**config.mk**
```make
export PLATFORM = sky130hd
export DESIGN_NAME = priority_arbiter
export DESIGN_NICKNAME = d
export VERILOG_FILES = /design/src/rtl/priority_arbiter.sv
export SDC_FILE = /design/constraint.sdc
export NUM_CORES = 1
export LEC_CHECK = 0
export ABC_AREA = 1
export CAP_MARGIN = 10
export CORE_MARGIN = 5
export CORE_UTILIZATION = 48
export DETAILED_ROUTE_END_ITERATION = 10
export PLACE_DENSITY_LB_ADDON = 0.1
export SYNTH_ARGS = -nofsm -noshare
export SYNTH_HDL_FRONTEND = slang
export SYNTH_SLANG_ARGS = --single-unit
```
**constraint.sdc**
```tcl
create_clock -name clk -period 8.7 [get_ports clk]
set_input_delay 1.74 -clock clk [delete_from_list [all_inputs] [get_ports clk]]
set_output_delay 1.74 -clock clk [all_outputs]
set_load 0.01 [all_outputs]
```
**src/rtl/priority_arbiter.sv**
```systemverilog
// N-requester arbiter with a registered, held grant: fixed-priority or round-robin
// selection, owner-driven release via done, and an optional forced release after MAX_HOLD cycles.
module priority_arbiter #(
    parameter  int N        = 4,
    parameter  int MAX_HOLD = 16,
    localparam int IDXW     = $clog2(N)
) (
    input  logic            clk,
    input  logic            reset,
    input  logic [N-1:0]    req,
    input  logic            mode,
    input  logic            done,
    output logic            none,
    output logic            gnt_valid,
    output logic [IDXW-1:0] gnt_idx,
    output logic [N-1:0]    gnt_onehot,
    output logic            timeout
);

    localparam int HCW = (MAX_HOLD > 0) ? $clog2(MAX_HOLD + 1) : 1;
    localparam logic [HCW-1:0]  HOLD_LAST = (MAX_HOLD > 0) ? HCW'(MAX_HOLD - 1) : '0;
    localparam logic [IDXW:0]   N_EXT     = (IDXW + 1)'(N);

    typedef enum logic {
        ST_IDLE  = 1'b0,
        ST_GRANT = 1'b1
    } state_t;

    state_t          r_state,      w_state_nxt;
    logic [IDXW-1:0] r_gnt_idx,    w_gnt_idx_nxt;
    logic [IDXW-1:0] r_rr_ptr,     w_rr_ptr_nxt;
    logic [N-1:0]    r_gnt_onehot, w_gnt_onehot_nxt;
    logic [HCW-1:0]  r_hold_cnt,   w_hold_cnt_nxt;
    logic            r_timeout;

    logic            w_expire;
    logic            w_release;
    logic            w_arbitrate;
    logic [N-1:0]    w_cand;
    logic            w_any;
    logic [IDXW-1:0] w_fixed_win;
    logic [2*N-1:0]  w_cand_dbl;
    logic [N-1:0]    w_cand_rot;
    logic [IDXW-1:0] w_rr_off;
    logic [IDXW:0]   w_rr_sum;
    logic [IDXW-1:0] w_rr_win;
    logic [IDXW-1:0] w_winner;
    logic [IDXW:0]   w_winner_inc;

    assign none       = (req == '0);
    assign gnt_valid  = (r_state == ST_GRANT);
    assign gnt_idx    = r_gnt_idx;
    assign gnt_onehot = r_gnt_onehot;
    assign timeout    = r_timeout;

    assign w_expire    = (MAX_HOLD != 0) && (r_state == ST_GRANT) && (r_hold_cnt == HOLD_LAST);
    assign w_release   = (r_state == ST_GRANT) && (done || !req[r_gnt_idx] || w_expire);
    assign w_arbitrate = (r_state == ST_IDLE) || w_release;

    // The holder's one-hot doubles as the exclusion mask for a forced release.
    assign w_cand = req & ~(w_expire ? r_gnt_onehot : '0);
    assign w_any  = |w_cand;

    always_comb begin
        w_fixed_win = '0;
        for (int i = 0; i < N; i++) begin
            if (w_cand[i]) w_fixed_win = IDXW'(i);
        end
    end

    // Rotate so bit 0 is the requester at rr_ptr, then take the lowest set bit.
    assign w_cand_dbl = {w_cand, w_cand} >> r_rr_ptr;
    assign w_cand_rot = w_cand_dbl[N-1:0];

    always_comb begin
        w_rr_off = '0;
        for (int j = N - 1; j >= 0; j--) begin
            if (w_cand_rot[j]) w_rr_off = IDXW'(j);
        end
    end

    assign w_rr_sum = {1'b0, r_rr_ptr} + {1'b0, w_rr_off};
    assign w_rr_win = (w_rr_sum >= N_EXT) ? IDXW'(w_rr_sum - N_EXT) : IDXW'(w_rr_sum);

    assign w_winner     = mode ? w_rr_win : w_fixed_win;
    assign w_winner_inc = {1'b0, w_winner} + (IDXW + 1)'(1);

    always_comb begin
        // NOTE: every output of this block is given a default first, so no path
        // leaves a signal unassigned and no latch is inferred.
        w_state_nxt      = r_state;
        w_gnt_idx_nxt    = r_gnt_idx;
        w_gnt_onehot_nxt = r_gnt_onehot;
        w_hold_cnt_nxt   = r_hold_cnt;
        w_rr_ptr_nxt     = r_rr_ptr;

        if (w_arbitrate) begin
            if (w_any) begin
                w_state_nxt      = ST_GRANT;
                w_gnt_idx_nxt    = w_winner;
                w_gnt_onehot_nxt = N'(1) << w_winner;
                w_hold_cnt_nxt   = '0;
                w_rr_ptr_nxt     = (w_winner_inc == N_EXT) ? '0 : IDXW'(w_winner_inc);
            end else begin
                w_state_nxt      = ST_IDLE;
                w_gnt_idx_nxt    = '0;
                w_gnt_onehot_nxt = '0;
            end
        end else if (r_hold_cnt != '1) begin
            w_hold_cnt_nxt = r_hold_cnt + HCW'(1);
        end
    end

    always_ff @(posedge clk) begin
        // NOTE: state registers use non-blocking assignments so every flop samples
        // pre-edge values regardless of statement order.
        if (reset) begin
            r_state      <= ST_IDLE;
            r_gnt_idx    <= '0;
            r_gnt_onehot <= '0;
            r_hold_cnt   <= '0;
            r_rr_ptr     <= '0;
            r_timeout    <= 1'b0;
        end else begin
            r_state      <= w_state_nxt;
            r_gnt_idx    <= w_gnt_idx_nxt;
            r_gnt_onehot <= w_gnt_onehot_nxt;
            r_hold_cnt   <= w_hold_cnt_nxt;
            r_rr_ptr     <= w_rr_ptr_nxt;
            r_timeout    <= w_expire;
        end
    end

endmodule
```
After elaboration in Yosys (flattened, before gate mapping)
Index checks and enable logic that the tools add are counted.
{"block": "op_classes", "addsub": 4, "magnitude_cmp": 2, "n_eq_ne": 4, "shifts": 2, "n_mux": 19, "n_bitwise": 3, "n_reduce_logical": 11}
{"operator": "$mux W2", "count": 10}
{"operator": "$mux W5", "count": 3}
{"operator": "$mux W4", "count": 2}
{"operator": "$shr A8 B2 Y4", "count": 1}
{"operator": "$add A5 B1 Y5 const B", "count": 1}
{"operator": "$eq A5 B4 Y1 const B", "count": 1}
{"operator": "$ne A5 B5 Y1 const B", "count": 1}
{"operator": "$and A4 B4 Y4", "count": 1}
{"operator": "$logic_not A4 Y1", "count": 1}
{"operator": "$not A4 Y4", "count": 1}
{"operator": "$reduce_and A2 Y1", "count": 2}
{"operator": "$reduce_or A4 Y1", "count": 1}
{"operator": "$shl A1 B2 Y4 const A", "count": 1}
{"operator": "$add A2 B1 Y3 const B", "count": 1}
{"operator": "$add A2 B2 Y3", "count": 1}
{"operator": "$eq A3 B3 Y1 const B", "count": 1}
{"operator": "$ge A3 B3 Y1 const B", "count": 1}
{"operator": "$logic_or A1 B1 Y1", "count": 3}
{"operator": "$lt A2 B3 Y1 const B", "count": 1}
{"operator": "$mux W1", "count": 3}
{"operator": "$bmux W1 S2", "count": 1}
{"operator": "$logic_and A1 B1 Y1", "count": 2}
{"operator": "$ne A2 B1 Y1 const B", "count": 1}
{"operator": "$reduce_bool A2 Y1", "count": 1}
{"operator": "3 further kinds", "count": 3}
{"block": "totals", "register_bits": 15, "inputBits": 8, "out_inout_bits": 9, "wordCells": 51}

Logic depth before layout (Yosys ltp)
Gate-level depths: netlist of the first run.
{"block": "logic_depth", "depth_word": 17, "depth_mapped": 21, "depth_no_buf": 21}

Least setup slack after synthesis of the first run
No wires, ideal clock.
{"block": "synth_path", "path_type": "input -> output", "startpoint": "input port req[0]", "endpoint": "output port none", "t_arrival_ns": 2.184, "required_ns": 6.960, "slack_ns": 4.776, "stages": 1, "path_buffers": 0, "cell_sequence": "nor4_1"}
{"block": "synth_between", "elab_chain_len": 1}
{"element": "start: declaration", "line": "10", "text": "input logic [N-1:0] req,"}
{"element": "$logic_not A4 Y1", "line": "50", "text": "assign none = (req == '0);"}
{"element": "end: declaration", "line": "13", "text": "output logic none,"}
Every way passes these cells.

Final worst setup path of the first run
{"block": "layout_path", "startpoint": "input port req[1]", "endpoint": "output port none"}
The elaborated chain is that of the path after synthesis.

==> impl_metrics.ini, run 1 <==
[finish]
drive_gt1_share_pct = 9.32
antenna_cells = 0
layout.nets = 178
area_growth_pct = 22.2
nFillCells = 198
fin_cells = 188
design_area_sq_um = 1190

[synth]
synth_common_cells = nand2_1, inv_1, nand3_1, dfxtp_1, a21oi_1
synth_most_common_cell = nand2_1
ys_async_sr_fraction_pct = 0
avgSynthCellArea_sq_um = 6.88
postSynthRegisterBits = 15
syn_nets = 158
yosysTopAreaCellShare_pct = 30.7
ys_seq_area_share_pct = 30.7
synth_edf_count = 0
yosysTopAreaCell = dfxtp_1
synthTopCellsByArea = dfxtp_1, nand2_1, ha_1
syn_inst = 142
synth_area_sq_um = 977
ys_types = 24
synth_ff_type = dfxtp_1
synth_warnings = 0

[routing]
dr.pass1.iters = 4
wl_per_cell_um = 12.5
via_per_inst = 5.21
drt-total-wl_mm = 2.34
postRouteAntennaNets = 0
remaining_drc_errors = 0
vias = 979
drtIter0Drc = 24

[status]
outcome = finished, final reports clean

[worst_setup_path]
critPathRequiredTime_ns = 6.96
r2r-start = r_hold_cnt[0]
startpoint_type = input pin
worstPathMaxFanout = 5
crit_type = input pin to output pin
crit_path_cell_trace = clkdlybuf4s50_1 -> nor4_1 -> clkdlybuf4s50_1
critPathCaptureType = output pin
crit_top_cell = clkdlybuf4s50_1
cpPeakStageDelay_ns = 0.58
worst-path-buf-inv = 2
critPathTopFamily = buffers and inverters
crit_arrival_ns = 3.12
cp_slowest_cell = clkdlybuf4s50_1
critPathLaunch = req[1]

[timing]
grt_setup_unrepaired = false
final.min_clock_period_ns = 4.86
slew_viol_final = 0
final.setup.tns_ns = 0
skew_ns = 0.00422
hold_viol_final = 0
relSlewSlack_pct = 61.7
setup_viol = 0
min_period_over_period_pct = 55.8
tightest_slew_ns = 0.573
fmax_mhz = 206

[global_routing]
grt_max_degree = 16
grt_pass1_wl_mm = 4.02
grt_remaining_overflow = 0
grt_antenna_before_repair = 0
first_global_vias = 905
grtUsageTotal_pct = 18.5

[clock_network]
cts_tree = done
cts_buffers = 3
worstSkewPairLatency_ns = 0.28
cts_buffer_depth = 2
root_buffer = clkbuf_4
path_clk_slew_ns = 0.09
htree_levels = 1
cts_hold_buf = 0
cts_resized = 0
post-cts-setup-buffer-count = 0
cts_num_sinks = 15

[power_and_ir_drop]
p_per_area_nw_per_um2 = 223
p_comb_share_pct = 48.8
switching_share_pct = 42.1
power.total_uw = 266
p_seq_share_pct = 35.8
irDropWorstVdd_mv = 0.135
power_switching_uw = 112
p_clk_share_pct = 15.4
leakage_nw = 0.535
internal-power_uw = 154

[floorplan]
dieHeight_um = 55.1
rows = 16
die_area_sq_um = 3040
die_w_um = 55.1
start_util_pct = 50.3
pin_count = 17
coreArea_sq_um = 1940

[placed_design]
numPortBuffers = 16
placed_cells = 184
dp.final_hpwl_mm = 1.78
post_dp_cell_area_sq_um = 1170
gp_congestion = 0.820

[hold_path]
hp-class = register to register
min-delay-start = r_hold_cnt[3]

[run]
max_cap_viol_count = 0
## stage by stage
step | worst slack (ns) | util (%) | hold slack (ns)
floorplan | 4.78 | - | 0.439
global placement | 3.88 | 60.1 | 0.447
detailed placement | 3.84 | 60.1 | 0.467
CTS | 3.83 | 61.5 | 0.481
global route | 3.81 | 61.5 | 0.504
finish | 3.84 | 61.5 | 0.473
## power groups by stage
stage | Clock (mW) | Sequential [mW] | Combinational (mW)
after floorplan | 0 | 0.0964 | 0.0886
after global placement | 0 | 0.0964 | 0.127
after detailed placement | 0 | 0.0963 | 0.128
after CTS | 0.0428 | 0.0948 | 0.130
after global routing | 0.0468 | 0.0976 | 0.146
final | 0.0409 | 0.0951 | 0.130
## cells by family (layout without fill, tap and decap cells)
group	count (synthesis)	in the layout	share of synthesized area, %
DFF	15	15	30.7
adders and majority gates	8	8	10.2
buffers and inverters	20	39	7.68
and+or+nand+nor	78	78	37.4
AOI/OAI and AO/OA	19	19	12.2
xor gates and xnor gates	2	2	1.79
## layout make-up
| cell class | instances | area, sq um | share of cell area, % |
|---|---|---|---|
| Timing Repair Buffer | 16 | 160 | 13.4 |
| Multi-Input combinational cell | 107 | 602 | 50.4 |
| Inverter | 19 | 71.3 | 5.97 |
| Sequential cell | 15 | 300 | 25.2 |
| Tap cell | 27 | 33.8 | 2.83 |
| Clock buffer | 4 | 26.3 | 2.20 |
## path summary, 6_finish.rpt
kind                                 endpoint  slack (ns)  depth (start not counted)
worst min-delay path            r_hold_cnt[3]        0.47                          2
worst min register to register  r_hold_cnt[3]        0.47                          2
worst max-delay path                     none        3.84                          3
worst max register to register    r_rr_ptr[1]        5.35                         21
## cells in the final DEF (no fill, tap or decap), drive strengths merged
master         Yosys  routed
xor2               1       1
clkbuf             1       4
inv               19      19
dfxtp             15      15
ha                 8       8
o22ai              2       2
nor3               1       1
o21ai              1       1
nand4              1       1
clkdlybuf4s50      0      16
a211oi             4       4
nor3b              1       1
nand3             22      22
a21oi             11      11
nor2              11      11
nand2             41      41
a31oi              1       1
nor4               1       1
xnor2              1       1
## registers in the layout, indices dropped and copies added (netlist names)
signal      count
gnt_valid       1
timeout         1
r_rr_ptr        2
gnt_onehot      4
r_hold_cnt      5
gnt_idx         2
## worst register-to-register path, cell delays in order (launching register included)
cell	delay (ns)
dfxtp_1	0.38
ha_1	0.19
inv_1	0.05
nor3_1	0.22
ha_1	0.36
nand3_1	0.20
nand3_1	0.14
nand2_1	0.06
nand2_1	0.05
nand2_1	0.07
a31oi_1	0.15
nor2_1	0.06
ha_1	0.18
xnor2_1	0.22
inv_1	0.06
nand2_1	0.08
nand3_2	0.08
nand2_1	0.12
inv_1	0.07
ha_1	0.28
nor2_1	0.11
a211oi_1	0.05
## layer usage
metal | wire, um | part of all wire (%) | track usage, % | vias up
met5 | 0 | 0 | 0 | -
met4 | 35 | 1.5 | 7.29 | 0
met3 | 111 | 4.7 | 3.49 | 4
met2 | 1030 | 44 | 29.5 | 31
met1 | 1170 | 50 | 24.6 | 442
li1 | - | - | - | 502
(Power assumes the default switching activity.)
==> run 2: changes to the inputs <==
clock period = 4.55 ns   (was 8.7 ns; I/O delays follow)
==> run 2 against run 1 <==
Total power is 90% higher; global-route usage decreased by 0.77 points; sequential share of layout area barely moved; cell area rose by 0.11%; final cell count is the same; clock-buffer cell count decreased by 1; flip-flop and latch count unchanged; critical path type is now register to register; clock power rose by 92%; hold slack lost 0.0062 ns; critical endpoint is now r_rr_ptr[1]; clock skew grew 0.0051 ns; highest routed layer unchanged; setup slack got worse by 2.6 ns; via count down 1.2%.
==> impl_metrics.ini, run 2 (synthesis gave the netlist of run 1 again) <==
[status]
outcome = finished, final reports clean

[finish]
fin_cells = 188
top_register = r_hold_cnt
largest_register_ffs = 5
drive_gt1_share_pct = 9.94
nFillCells = 182
multiInputGateArea_sq_um = 602
final_cell_mix = nand2_1, inv_1, nand3_1, clkdlybuf4s50_1, dfxtp_1
antenna_cells = 0
area_growth_pct = 22.3
utilization_pct = 61.5
regArea_sq_um = 300
layout.nets = 178
final_common_cell = nand2_1

[timing]
slew_viol_final = 0
fmax_mhz = 304
skew_ns = 0.00934
setup_viol = 0
finalHoldWorstSlack_ns = 0.467
hold_viol_final = 0
tightest_slew_ns = 0.520
relSlewSlack_pct = 65.2
min_period_over_period_pct = 72.2
final.setup.tns_ns = 0
grt_setup_unrepaired = false
final.min_clock_period_ns = 3.29

[clock_network]
cts_buffer_depth = 2
cts_resized = 0
root_buffer = clkbuf_4
post-cts-setup-buffer-count = 0
cts_tree = done
cts_buffers = 3
cts_hold_buf = 0
cts_num_sinks = 15
htree_levels = 1
worstSkewPairLatency_ns = 0.29
path_clk_slew_ns = 0.10

[floorplan]
die_area_sq_um = 3040
pin_count = 17
coreArea_sq_um = 1940
rows = 16
start_util_pct = 50.3
die_w_um = 55.1
dieHeight_um = 55.1

[worst_setup_path]
ff2ff_setup_slack_ns = 1.26
critPathRequiredTime_ns = 4.75
worst-path-buf-inv = 3
r2r-start = r_hold_cnt[0]
reg2regPathDepth = 21
worst-path-stages = 21
cpPeakStageDelay_ns = 0.39
critPathTopFamily = simple AND/OR/NAND/NOR gates
critPathLaunch = r_hold_cnt[0]
crit_top_cell = nand2_1
startpoint_type = register
timing.rr.end = r_rr_ptr[1]
worstPathMaxFanout = 6
crit_path_cell_trace = ha_1 -> inv_1 -> nor3_1 -> ha_1 -> nand3_1 -> nand3_1 -> nand2_1 -> nand2_1 -> nand2_1 -> a31oi_1 -> nor2_1 -> ha_1 -> xnor2_1 -> inv_1 -> nand2_1 -> nand3_2 -> nand2_1 -> inv_1 -> ha_1 -> nor2_1 -> a211oi_1
crit_type = register to register
critPathCaptureType = register
crit_arrival_ns = 3.49
cp_slowest_cell = dfxtp_1

[power_and_ir_drop]
p_clk_share_pct = 15.5
power_switching_uw = 211
p_seq_share_pct = 35.7
internal-power_uw = 294
switching_share_pct = 41.8
p_per_area_nw_per_um2 = 423
leakage_nw = 0.537
irDropWorstVdd_mv = 0.269
p_comb_share_pct = 48.7

[routing]
vias = 967
wl_per_cell_um = 11.5
drtIter0Drc = 35
postRouteAntennaNets = 0
remaining_drc_errors = 0
drt-total-wl_mm = 2.17
via_per_inst = 5.14
dr.pass1.iters = 4

[placed_design]
dp.final_hpwl_mm = 1.76
placed_cells = 184
numPortBuffers = 16
gp_congestion = 0.853

[hold_path]
holdPathEnd = r_hold_cnt[3]
whs_path_depth = 2
min-delay-start = r_hold_cnt[3]
hp-class = register to register

[global_routing]
grt_max_degree = 16
grt_pass1_wl_mm = 3.92
first_global_vias = 961
grtUsageTotal_pct = 17.8
grt_antenna_before_repair = 0
grt_remaining_overflow = 0

[run]
max_cap_viol_count = 0
-- run 2: changes by cell type in the layout (fill, tap and decap cells not counted), sizes merged --
cell and delta:
clkbuf -1, clkinv +1
-- run 2: per-stage QoR --
stage / setup slack [ns] / power (mW) / area (sq um)
floorplan: 1.69 / 0.354 / 977
global route: 0.813 / 0.553 / 1190
detailed placement: 1.19 / 0.430 / 1170
global placement: 1.27 / 0.427 / 1170
finish: 1.26 / 0.505 / 1190
CTS: 1.22 / 0.510 / 1190
-- run 2: routing by layer --
layer | GRT usage [%] | wire length [um] | vias up
met4 | 8.91 | 24 | 0
met2 | 30.3 | 1060 | 19
li1 | - | - | 506
met1 | 21.3 | 992 | 438
met3 | 2.95 | 91 | 4
met5 | 0 | 0 | -
-- run 2: worst reg2reg max path: stages, from the launching register on --
cell	delay, ns
dfxtp_1	0.39
ha_1	0.20
inv_1	0.06
nor3_1	0.20
ha_1	0.35
nand3_1	0.19
nand3_1	0.14
nand2_1	0.06
nand2_1	0.05
nand2_1	0.07
a31oi_1	0.14
nor2_1	0.06
ha_1	0.18
xnor2_1	0.22
inv_1	0.07
nand2_1	0.08
nand3_2	0.07
nand2_1	0.11
inv_1	0.07
ha_1	0.27
nor2_1	0.04
a211oi_1	0.16
-- run 2: layout make-up --
type,count,share of cell area (%)
multi-input combinational,107,50.4
sequential,15,25.1
timing repair buffer,16,13.4
inverter,19,5.97
tap,27,2.83
clock buffer,3,1.88
clock inverter,1,0.419
-- run 2: power groups by stage --
stage / logic (mW) / registers, mW / clock network [mW]
after floorplan: 0.169 / 0.184 / 0
after global placement: 0.244 / 0.183 / 0
after detailed placement: 0.247 / 0.184 / 0
after CTS: 0.249 / 0.181 / 0.0801
after global routing: 0.282 / 0.185 / 0.0860
final: 0.246 / 0.181 / 0.0785
-- run 2: worst max path at each step --
stage | to | slack [ns]
finish | r_rr_ptr[1] | 1.26
global route | r_rr_ptr[1] | 0.81
CTS | r_rr_ptr[1] | 1.22
detailed placement | r_rr_ptr[1] | 1.19
global placement | r_rr_ptr[1] | 1.27
floorplan | r_rr_ptr[1] | 1.69
